$ cat src/rtl/fifo_pkg.sv
// State encoding shared by the stages that sit next to the interconnect sync FIFO.
package fifo_pkg;

    localparam logic [1:0] ST_EMPTY = 2'd0;
    localparam logic [1:0] ST_ONE   = 2'd1;
    localparam logic [1:0] ST_TWO   = 2'd2;

endpackage

$ cat src/rtl/fifo_out_skid_stage.sv
// FIFO read-side output stage: pops FIFO beats into a 2-entry out/skid buffer and
// presents them on a registered valid/ready master port.
module fifo_out_skid_stage
    import fifo_pkg::*;
#(
    parameter int unsigned DATA_WIDTH = 8
) (
    input  logic                  clk,
    input  logic                  rst,
    input  logic [DATA_WIDTH-1:0] fifo_data_i,
    input  logic                  fifo_empty_i,
    output logic                  fifo_rd_valid_o,
    input  logic                  flush_i,
    output logic [DATA_WIDTH-1:0] m_data_o,
    output logic                  m_valid_o,
    input  logic                  m_ready_i,
    output logic [1:0]            occupancy_o
);

    logic [1:0]            state_q, state_d;
    logic [DATA_WIDTH-1:0] out_q, out_d;
    logic [DATA_WIDTH-1:0] skid_q, skid_d;
    logic                  push;
    logic                  take;

    always_comb begin
        state_d = state_q;
        out_d   = out_q;
        skid_d  = skid_q;
        // Pop decision uses only registered state so m_ready_i never reaches the FIFO.
        push    = !rst && !flush_i && !fifo_empty_i && (state_q != ST_TWO);
        take    = m_valid_o && m_ready_i;

        if (flush_i) begin
            state_d = ST_EMPTY;
        end else begin
            case (state_q)
                ST_EMPTY: begin
                    if (push) begin
                        state_d = ST_ONE;
                        out_d   = fifo_data_i;
                    end
                end
                ST_ONE: begin
                    if (push && take) begin
                        out_d   = fifo_data_i;
                    end else if (push) begin
                        state_d = ST_TWO;
                        skid_d  = fifo_data_i;
                    end else if (take) begin
                        state_d = ST_EMPTY;
                    end
                end
                ST_TWO: begin
                    if (take) begin
                        state_d = ST_ONE;
                        out_d   = skid_q;
                    end
                end
                default: state_d = ST_EMPTY;
            endcase
        end
    end

    always_ff @(posedge clk or posedge rst) begin
        if (rst) begin
            state_q <= ST_EMPTY;
            out_q   <= '0;
            skid_q  <= '0;
        end else begin
            state_q <= state_d;
            out_q   <= out_d;
            skid_q  <= skid_d;
        end
    end

    assign fifo_rd_valid_o = push;
    assign m_valid_o       = (state_q != ST_EMPTY);
    assign m_data_o        = out_q;
    assign occupancy_o     = state_q;

endmodule

$ cat config.mk
export PLATFORM = sky130hd
export DESIGN_NAME = fifo_out_skid_stage
export DESIGN_NICKNAME = d
export VERILOG_FILES = /design/src/rtl/fifo_pkg.sv /design/src/rtl/fifo_out_skid_stage.sv
export SDC_FILE = /design/constraint.sdc
export NUM_CORES = 1
export LEC_CHECK = 0
export ABC_AREA = 1
export BUFFER_PORTS_ARGS = -buffer_cell sky130_fd_sc_hd__clkbuf_2
export CORE_ASPECT_RATIO = 1.25
export CORE_MARGIN = 2
export CORE_UTILIZATION = 40
export DETAILED_ROUTE_END_ITERATION = 10
export GPL_ROUTABILITY_DRIVEN = 0
export PLACE_DENSITY = 0.76
export RECOVER_POWER = 25
export SETUP_SLACK_MARGIN = 0.5
export SKIP_CTS_REPAIR_TIMING = 1
export SLEW_MARGIN = 25
export SYNTH_ARGS = -nofsm -noshare
export SYNTH_HDL_FRONTEND = slang
export SYNTH_SLANG_ARGS = --single-unit
$ cat constraint.sdc
create_clock -name clk -period 1.35 [get_ports clk]
set_input_delay 0.135 -clock clk [delete_from_list [all_inputs] [get_ports clk]]
set_output_delay 0.135 -clock clk [all_outputs]
set_load 0.05 [all_outputs]
## Word-level counts from Yosys, hierarchy flattened

Cells that the tools add are included.

| storage, ports and cells | value |
|---|---|
| register bits after elaboration | 18 |
| word-level logic and storage cells | 40 |
| bits of input ports | 13 |

| cells by class | value |
|---|---|
| reductions and logical operators | 14 |
| multiplexer cells | 11 |
| eq/ne operators | 10 |
| bitwise gates (word level) | 2 |

Operators with widths:

| operator | number |
|---|---|
| $mux W8 | 3 |
| $pmux W8 S3 | 1 |
| $mux W2 | 6 |
| $ne A3 B3 Y1 const B | 3 |
| $ne A2 B2 Y1 const B | 4 |
| $reduce_and A4 Y1 | 2 |
| $pmux W2 S3 | 1 |
| $logic_and A1 B1 Y1 | 5 |
| $reduce_and A5 Y1 | 1 |
| $ne A4 B4 Y1 const B | 1 |
| $logic_not A1 Y1 | 3 |
| $reduce_bool A3 Y1 | 1 |
| $eq A2 B1 Y1 const B | 1 |
| $eq A2 B2 Y1 const B | 1 |
| $logic_not A2 Y1 | 1 |
| $not A1 Y1 | 2 |
| $reduce_bool A2 Y1 | 1 |

## Depth between registers and ports, before layout

Gate-level depths: netlist (run 1).

| depth | value |
|---|---|
| word-level depth | 8 |
| depth in mapped cells | 9 |
| depth with buffers taken out | 9 |

## Worst setup path before layout (run 1)

Ideal clock, no wire load.

| timing path | value |
|---|---|
| path kind | register to register |
| start | register state_q[0], in the netlist occupancy_o[0] |
| end | register skid_q[7] |
| buffers on the path | 1 |
| arrival | 1640 ps |
| required time | 1232 ps |
| setup slack | -408 ps |
| cell stages (with the launch flop) | 9 |
| cells stage by stage | dfrtp_1 > inv_2 > nand2_4 > nand3_4 > inv_4 > nand2_4 > buf_6 > nor2_2 > a21oi_2 |

| between the ends | value |
|---|---|
| cells in the longest elaborated chain, start to end | 5 |
| elaborated cells on any way between the ends | 8 |

RTL lines:

| element | line | source |
|---|---|---|
| from (decl) | fifo_out_skid_stage.sv:20 | `logic [1:0] state_q, state_d;` |
| from (signal assigned) | fifo_out_skid_stage.sv:71 | `state_q <= state_d;` |
| $ne A2 B2 Y1 * | fifo_out_skid_stage.sv:31 | `push = !rst && !flush_i && !fifo_empty_i && (state_q != ST_TWO);` |
| $logic_and A1 B1 Y1 * | fifo_out_skid_stage.sv:31 |  |
| via fifo_rd_valid_o | fifo_out_skid_stage.sv:12 | `output logic fifo_rd_valid_o,` |
| $logic_and A1 B1 Y1 | fifo_out_skid_stage.sv:45 | `if (push && take) begin` |
| $not A1 Y1 (no source line) | - |  |
| $reduce_and A4 Y1 (no source line) * | - |  |
| to (signal assigned) | fifo_out_skid_stage.sv:73 | `skid_q <= skid_d;` |
| to (decl) | fifo_out_skid_stage.sv:22 | `logic [DATA_WIDTH-1:0] skid_q, skid_d;` |

Mark *: on every way through the listed nets, which the timed path passes. The rest lies on a longest branch.
A chain may end at the register's enable or synchronous reset.

## Worst setup path in the final report (run 1)

| timing path | value |
|---|---|
| start | register state_q[1], in the netlist occupancy_o[1] |
| end | register skid_q[7] |

| between the ends | value |
|---|---|
| cells in the longest elaborated chain, start to end | 5 |
| elaborated cells on any way between the ends | 8 |

RTL lines:

| element | line |
|---|---|
| $ne A2 B2 Y1 / $reduce_bool A2 Y1 (equally long branches) | fifo_out_skid_stage.sv:31, fifo_out_skid_stage.sv:78 |
| $logic_and A1 B1 Y1 (on tied branches) | fifo_out_skid_stage.sv:31, fifo_out_skid_stage.sv:32 |
| $logic_and A1 B1 Y1 | fifo_out_skid_stage.sv:45 |
| $not A1 Y1 (no source line) | - |
| $reduce_and A4 Y1 (no source line) * | - |

Mark *: on every way between the ends. The rest lies on a longest branch, timed or not.

==> results of run 1 <==
## flip-flops by register name, summed over array words and instances, names as in the netlist
name / cells
m_data_o: 8
occupancy_o: 2
skid_q: 8
## routing by layer
metal / wire length [um] / share of wire [%] / vias to the layer above / global-route usage (%)
li1: - / - / 493 / -
met2: 1680 / 55 / 59 / 31.9
met4: 82 / 2.7 / 0 / 7.35
met1: 1120 / 37 / 501 / 18.9
met5: 0 / 0 / - / 0
met3: 172 / 5.6 / 10 / 1.75
## logic make-up (layout without fill, tap and decap cells)
kind of cell           after synthesis  count (layout)  share of synthesized area [%]
and+or+nand+nor                     83              85                           42.4
AOI/OAI and AO/OA                    8               8                           5.28
DFF                                 18              18                           45.3
buffers and inverters               13              62                           7.04
## how the worst max path moves through the flow
stage	cells after the start	startpoint	slack (ps)	endpoint
after floorplan	8	occupancy_o[0]	-100	skid_q[7]
after global placement	6	occupancy_o[1]	70	m_data_o[0]
after detailed placement	8	occupancy_o[0]	30	m_data_o[7]
after CTS	4	occupancy_o[1]	-200	fifo_rd_valid_o
after global routing	8	occupancy_o[0]	-100	m_data_o[3]
final	5	occupancy_o[1]	-60	skid_q[7]
## tightest hold or removal path, delay by kind of cell
kind / cells / cell delay [ps]
buffers and inverters: 1 / 100
and+or+nand+nor: 2 / 100
## layout make-up
type,count,area [um2]
inverters,10,55.1
repair buffers,47,423
clock buffers,4,36.3
flip-flops and latches,18,453
fillers,179,807
multi-input cells,93,582
repair inverters,1,5.00
well taps,33,41.3
## power by group through the flow
stage	combinational, mW	sequential [mW]	clock [mW]
floorplan	0.188	1.01	0
global placement	0.625	0.729	0
detailed placement	0.636	0.734	0
CTS	0.637	0.723	0.342
global route	1.01	0.753	0.365
finish	0.958	0.740	0.341
## cell usage in the layout, fill, tap and decap left out, types with 2 or more instances in the layout
master	instances
a21oi_2	2
buf_12	3
buf_4	13
buf_6	14
buf_8	2
clkbuf_1	2
clkbuf_2	12
clkbuf_4	3
dfrtp_1	16
dfrtp_2	2
inv_1	6
inv_8	2
nand2_1	38
nand2_2	9
nand2_4	7
nand3_1	18
nand3_2	2
nand3_4	2
nor2_1	2
nor2_4	4
==> results.py, run 1 <==
metrics = {
    "logic_synthesis": {
        "synth_top_area_cell": "dfrtp_1",
        "synth.avg_cell_area_um2": 8.15,
        "synthCells": 122,
        "yosys-top-cells-count": "47 x nand2_1, 20 x nand3_1, 18 x dfrtp_1",
        "ys_top_cells_by_area": "dfrtp_1 45%, nand2_1 18%, nand3_1 10%",
        "synth.most_common_cell": "nand2_1",
        "synth-async-reset-ratio_pct": 100,
        "yosys.cell_types.count": 21,
        "synth_fp_nets": 135,
        "ys_seq_area_share_pct": 45.3,
        "synth-seq-cells": 18,
        "yosysTopAreaCellShare_pct": 45.3,
        "synth_edf_count": 0,
        "yosysWarnings": 0,
        "synth_top_flop_cell": "dfrtp_1",
        "synth_area_um2": 995,
    },
    "min_path": {
        "min_from": "fifo_data_i[5]",
        "hold_path_class": "input pin to flop",
        "min_delay_path_depth": 3,
        "holdPathEnd": "skid_q[5]",
    },
    "floorplan": {
        "rows": 20,
        "die_w_um": 48.6,
        "dieHeight_um": 59.8,
        "start_util_pct": 41.4,
        "pin_count": 25,
        "die_area_um2": 2900,
        "core_um2": 2400,
    },
    "final_layout": {
        "syn2layout_area_growth_pct": 60.4,
        "final_util_pct": 66.4,
        "antenna_cells": 0,
        "layout.cells.non_filler": 206,
        "final_layout_size_suffix_gt1_share_pct": 49.1,
        "finish.instance_area_um2": 1600,
        "fin_nets": 187,
    },
    "power": {
        "switching_share_pct": 40.8,
        "p_seq_share_pct": 36.3,
        "p_per_area_nw_per_um2": 1280,
        "irDropWorstVdd_v": 0.000617,
        "power_frac_clock_pct": 16.7,
        "p_total_mw": 2.04,
        "p_leak_nw": 0.831,
        "combinationalPowerShare_pct": 47.0,
        "internal_power_mw": 1.21,
        "switching_power_uw": 832,
    },
    "timing": {
        "slew_headroom_pct": 64.8,
        "finalClockSkew_ps": 0.644,
        "tightest_slew_ps": 528,
        "rsz0062_at_grt": "true",
        "period_share_pct": 105,
        "max_freq_mhz": 709,
        "hold_violations": 0,
        "report.final.slew_viol_count": 0,
        "fin_tns_setup_ps": -395,
        "finalSetupViolations": 11,
        "worst_slack_ps": -61.3,
        "hold_ws_ps": 65.1,
        "layout_min_cycle_time_ps": 1410,
    },
    "clock_tree": {
        "cts_root_buffer": "clkbuf_4",
        "cts_tree": "done",
        "cts.sinks": 18,
        "numCtsBuffers": 3,
        "cts_max_level": 1,
        "insertion_delay_ps": 290,
        "clk_pin_slew_ps": 110,
        "clk_path_buf_depth": 2,
    },
    "routing": {
        "drcViolationCount": 0,
        "final_antenna_net_count": 0,
        "via_per_inst": 5.16,
        "drt-total-wl_mm": 3.05,
        "via_count": 1063,
        "drt_iter0_drc": 43,
        "wl_per_cell_um": 14.8,
        "drtPass1Iterations": 7,
    },
    "worst_setup_path": {
        "worstPathMaxFanout": 5,
        "reg2reg_depth": 5,
        "cpLargestDelayFamily": "simple AND/OR/NAND/NOR gates",
        "worst_setup_path_end_kind": "flop",
        "reg2reg_slack_ps": -60,
        "worstPathArrival_ps": 1600,
        "crit_type": "flop to flop",
        "cp.buffers_inverters": 1,
        "cp_data_required_time_ps": 1540,
        "crit_slowest_cell": "dfrtp_2",
        "cpPeakStageDelay_ps": 480,
        "r2r-end": "skid_q[7]",
        "rr_startpoint": "occupancy_o[1]",
        "cp_cell_sequence": "buf_12 > nor3_4 > nand2_2 > nor2_4 > a21oi_2",
        "cp-start-kind": "flop",
    },
    "placed_design": {
        "io_buffers": 24,
        "dpl-instance-area_um2": 1190,
        "hpwlAfterDp_mm": 1.67,
        "dp_cells": 182,
        "place_ws_ps": 25.4,
    },
    "outcome": {
        "violations": "negative setup slack",
        "status": "complete, but fails checks",
    },
    "run": {
        "cap_violations": 0,
    },
    "global_route": {
        "overflow": 0,
        "grt_max_degree": 12,
        "grt_pass1_vias": 891,
        "grt_util_all_layers_pct": 16.7,
        "grt_pass1_wl_mm": 3.75,
        "antenna_found_initial": 0,
    },
}
Power figures use the tool's default switching activity.
==> run 2: changes to the inputs <==
--- a/config.mk
+++ b/config.mk
@@ -14,7 +14,7 @@
 export GPL_ROUTABILITY_DRIVEN = 0
 export PLACE_DENSITY = 0.76
 export RECOVER_POWER = 25
-export SETUP_SLACK_MARGIN = 0.5
+export SETUP_SLACK_MARGIN = 0.05
 export SKIP_CTS_REPAIR_TIMING = 1
 export SLEW_MARGIN = 25
 export SYNTH_ARGS = -nofsm -noshare
==> results.py, run 2 (synthesized netlist as in run 1, its figures left out) <==
metrics = {
    "timing": {
        "worst_slack_ps": -41.4,
        "tightest_slew_ps": 492,
        "layout_min_cycle_time_ps": 1390,
        "finalClockSkew_ps": 6.07,
        "report.final.slew_viol_count": 0,
        "rsz0062_at_grt": "true",
        "max_freq_mhz": 719,
        "hold_violations": 0,
        "finalSetupViolations": 2,
        "slew_headroom_pct": 67.2,
        "period_share_pct": 103,
    },
    "placed_design": {
        "dp_cells": 182,
        "io_buffers": 24,
        "hpwlAfterDp_mm": 1.67,
        "dpl-instance-area_um2": 1190,
        "place_ws_ps": 41.9,
    },
    "clock_tree": {
        "clk_pin_slew_ps": 110,
        "cts_tree": "done",
        "numCtsBuffers": 3,
        "insertion_delay_ps": 300,
        "cts_max_level": 1,
        "cts_root_buffer": "clkbuf_4",
        "cts.sinks": 18,
        "clk_path_buf_depth": 2,
    },
    "global_route": {
        "grt_util_all_layers_pct": 16.3,
        "overflow": 0,
        "grt_max_degree": 12,
        "grt_pass1_wl_mm": 3.59,
        "grt_pass1_vias": 874,
        "antenna_found_initial": 0,
    },
    "final_layout": {
        "final_cell_mix": "40 x nand2_1, 22 x clkbuf_2, 20 x nand3_1, 16 x dfrtp_1, 10 x buf_4",
        "fin_nets": 179,
        "layout.cells.non_filler": 198,
        "syn2layout_area_growth_pct": 42.4,
        "n_fill_cell": 217,
        "antenna_cells": 0,
        "regArea_um2": 453,
        "final_common_cell": "nand2_1",
        "multi_input_area_um2": 549,
        "finish.instance_area_um2": 1420,
        "final_layout_size_suffix_gt1_share_pct": 44.2,
    },
    "routing": {
        "drt_iter0_drc": 17,
        "via_count": 962,
        "wl_per_cell_um": 11.9,
        "final_antenna_net_count": 0,
        "drcViolationCount": 0,
        "via_per_inst": 4.86,
        "drt-total-wl_mm": 2.35,
        "drtPass1Iterations": 4,
    },
    "power": {
        "p_per_area_nw_per_um2": 1240,
        "irDropWorstVdd_v": 0.000698,
        "switching_share_pct": 42.6,
        "p_leak_nw": 0.758,
        "p_total_mw": 1.76,
        "p_seq_share_pct": 41.2,
        "internal_power_mw": 1.01,
        "combinationalPowerShare_pct": 39.4,
        "power_frac_clock_pct": 19.4,
        "switching_power_uw": 749,
    },
    "worst_setup_path": {
        "worst_setup_path_end_kind": "output port",
        "cp_data_required_time_ps": 1220,
        "cp-start-kind": "flop",
        "reg2reg_slack_ps": 10,
        "worstPathArrival_ps": 1260,
        "worstPathMaxFanout": 4,
        "crit_type": "flop to output port",
    },
    "outcome": {
        "status": "complete, but fails checks",
        "violations": "negative setup slack",
    },
    "floorplan": {
        "die_area_um2": 2900,
        "start_util_pct": 41.4,
        "core_um2": 2400,
        "pin_count": 25,
        "die_w_um": 48.6,
        "dieHeight_um": 59.8,
        "rows": 20,
    },
    "min_path": {
        "hold_path_class": "input pin to flop",
    },
    "run": {
        "cap_violations": 0,
    },
}
-- run 2: worst max-delay path: stages, from the launching register on --
cell     delay [ps]
dfrtp_2         460
buf_4           150
nor2_4          150
inv_2            50
buf_6           150
-- run 2: cell type report --
class,instances,area share (%)
Multi-Input combinational cell,92,38.8
Inverter,10,3.53
Sequential cell,18,32.0
Timing Repair Buffer,41,20.2
Clock buffer,4,2.56
Tap cell,33,2.92
-- run 2: power groups by stage --
stage / logic [mW] / registers [mW] / clock network [mW]
final: 0.691 / 0.724 / 0.342
after global routing: 0.744 / 0.740 / 0.374
after CTS: 0.635 / 0.719 / 0.347
after detailed placement: 0.635 / 0.730 / 0
after global placement: 0.624 / 0.728 / 0
after floorplan: 0.188 / 1.01 / 0
-- run 2: metrics by stage --
stage,hold slack (ps),TNS (ps),util [%]
CTS,-83.3,-254,51.0
global placement,237,0,49.5
floorplan,114,-1400,-
global route,73.9,-661,59.0
finish,60.8,-78.4,59.0
detailed placement,244,0,49.5
-- run 2: final timing paths --
kind                             endpoint  cells past startpoint      startpoint
min reg2reg                     skid_q[0]                      2       skid_q[0]
max                             m_valid_o                      4  occupancy_o[0]
min                        occupancy_o[1]                      2         flush_i
max in group asynchronous     m_data_o[1]                      4             rst
min in group asynchronous       skid_q[5]                      4             rst
max reg2reg                   m_data_o[1]                      8  occupancy_o[0]
-- run 2: routing by layer --
layer / up-vias / wire length (um) / GRT usage, %
met5: - / 0 / 0
li1: 479 / - / -
met3: 4 / 61 / 1.50
met2: 21 / 1240 / 31.1
met4: 0 / 62 / 10.6
met1: 458 / 993 / 17.3
==> run 3: changes to the inputs <==
--- a/config.mk
+++ b/config.mk
@@ -9,10 +9,10 @@
 export BUFFER_PORTS_ARGS = -buffer_cell sky130_fd_sc_hd__clkbuf_2
 export CORE_ASPECT_RATIO = 1.25
 export CORE_MARGIN = 2
-export CORE_UTILIZATION = 40
+export CORE_UTILIZATION = 51
 export DETAILED_ROUTE_END_ITERATION = 10
 export GPL_ROUTABILITY_DRIVEN = 0
-export PLACE_DENSITY = 0.76
+export PLACE_DENSITY = 0.88
 export RECOVER_POWER = 25
 export SETUP_SLACK_MARGIN = 0.05
 export SKIP_CTS_REPAIR_TIMING = 1
==> constraint.sdc (replaced) <==
create_clock -name clk -period 1.3 [get_ports clk]
set_input_delay 0.13 -clock clk [delete_from_list [all_inputs] [get_ports clk]]
set_output_delay 0.13 -clock clk [all_outputs]
set_load 0.05 [all_outputs]
==> results.py, run 3 (synthesized netlist as in run 1, its figures left out) <==
metrics = {
    "min_path": {
        "min_delay_path_depth": 2,
        "min_from": "flush_i",
        "hold_path_class": "input pin to flop",
        "holdPathEnd": "occupancy_o[1]",
    },
    "timing": {
        "finalClockSkew_ps": 3.05,
        "tightest_slew_ps": 461,
        "layout_min_cycle_time_ps": 1390,
        "hold_violations": 0,
        "slew_headroom_pct": 69.3,
        "worst_slack_ps": -89.7,
        "period_share_pct": 107,
        "rsz0062_at_grt": "true",
        "report.final.slew_viol_count": 0,
        "finalSetupViolations": 12,
        "max_freq_mhz": 720,
    },
    "worst_setup_path": {
        "cp.buffers_inverters": 3,
        "reg2reg_slack_ps": -40,
        "rr_startpoint": "occupancy_o[1]",
        "worst_setup_path_end_kind": "output port",
        "crit_type": "flop to output port",
        "cp_cell_sequence": "inv_4 > nand2_8 > nand3_4 > inv_8 > buf_8",
        "cp-start-kind": "flop",
        "worstPathArrival_ps": 1260,
        "cp_data_required_time_ps": 1170,
        "crit_start": "occupancy_o[0]",
        "cpPeakStageDelay_ps": 450,
        "cpLargestDelayFamily": "flip-flops",
        "crit_slowest_cell": "dfrtp_2",
        "worstPathMaxFanout": 7,
        "reg2reg_depth": 6,
        "r2r-end": "m_data_o[2]",
    },
    "routing": {
        "via_per_inst": 5.50,
        "final_antenna_net_count": 0,
        "drcViolationCount": 0,
        "wl_per_cell_um": 13.6,
        "drt-total-wl_mm": 2.44,
        "drt_iter0_drc": 26,
        "drtPass1Iterations": 4,
        "via_count": 984,
    },
    "final_layout": {
        "fin_nets": 174,
        "final_util_pct": 71.8,
        "final_cell_mix": "46 x nand2_1, 20 x nand3_1, 20 x clkbuf_2, 16 x dfrtp_1, 11 x buf_4",
        "final_common_cell": "nand2_1",
        "syn2layout_area_growth_pct": 30.6,
        "multi_input_area_um2": 497,
        "n_fill_cell": 135,
        "final_layout_size_suffix_gt1_share_pct": 39.4,
        "regArea_um2": 453,
        "antenna_cells": 0,
    },
    "clock_tree": {
        "insertion_delay_ps": 290,
        "cts_root_buffer": "clkbuf_4",
        "cts_tree": "done",
        "numCtsBuffers": 3,
        "clk_path_buf_depth": 2,
        "clk_pin_slew_ps": 100,
        "cts.sinks": 18,
        "cts_max_level": 1,
    },
    "global_route": {
        "grt_pass1_vias": 905,
        "grt_pass1_wl_mm": 3.77,
        "overflow": 0,
        "grt_max_degree": 12,
        "grt_util_all_layers_pct": 22.1,
        "antenna_found_initial": 0,
    },
    "power": {
        "p_per_area_nw_per_um2": 1370,
        "p_total_mw": 1.78,
        "p_leak_nw": 0.730,
        "irDropWorstVdd_v": 0.000751,
    },
    "floorplan": {
        "pin_count": 25,
        "start_util_pct": 55.0,
        "rows": 17,
        "dieHeight_um": 53.4,
        "die_area_um2": 2320,
        "core_um2": 1810,
        "die_w_um": 43.5,
    },
    "placed_design": {
        "io_buffers": 24,
        "place_ws_ps": -18.1,
        "hpwlAfterDp_mm": 1.68,
    },
    "outcome": {
        "violations": "negative setup slack",
        "status": "complete, but fails checks",
    },
    "run": {
        "cap_violations": 0,
    },
}
[run 3: cell types whose count changed in the layout (fill, tap and decap cells not counted), moves of 2 or more]
| cell | delta |
|---|---|
| nand2_2 | -4 |
| nand2_4 | -2 |
| clkbuf_2 | -2 |
| nand2_1 | +6 |
[run 3: worst register-to-register path: stages (launching register included)]
cell	delay, ps
dfrtp_2	500
buf_4	200
nor2_2	220
nand2_4	130
nand2_4	120
nand2_1	60
nand2_1	60
[run 3: power by group]
group | internal, mW | switching (mW)
logic | 0.173 | 0.520
clock network | 0.170 | 0.169
registers | 0.680 | 0.0687
[run 3: worst max path at each step]
| stage | to | slack [ps] | depth (start not counted) |
|---|---|---|---|
| final | fifo_rd_valid_o | -90 | 5 |
| after global routing | fifo_rd_valid_o | -120 | 5 |
| after CTS | fifo_rd_valid_o | -240 | 4 |
| after detailed placement | m_data_o[2] | -20 | 6 |
| after global placement | m_data_o[2] | 30 | 6 |
| after floorplan | skid_q[7] | -150 | 8 |
[run 3: cell type report]
class / instances / share of cell area (%)
Clock buffer: 4 / 2.79
Inverter: 10 / 3.85
Multi-Input combinational cell: 91 / 38.2
Sequential cell: 18 / 34.9
Tap cell: 19 / 1.83
Timing Repair Buffer: 37 / 18.4
[run 3: metal layers]
layer / wire length (um) / vias to the layer above / share of wire [%] / track usage, %
li1: - / 467 / - / -
met1: 925 / 468 / 38 / 22.5
met2: 1350 / 43 / 55 / 41.0
met3: 133 / 6 / 5.5 / 4.78
met4: 33 / 0 / 1.4 / 12.1
met5: 0 / - / 0 / 0
[run 3: stage by stage]
step	hold WS, ps	std cells	TNS (ps)	area, um2
after floorplan	109	122	-2250	1010
after global placement	231	168	0	1170
after detailed placement	239	168	-66.8	1170
after CTS	-77.2	172	-654	1210
after global routing	83.5	179	-1510	1300
final	76.4	179	-459	1300
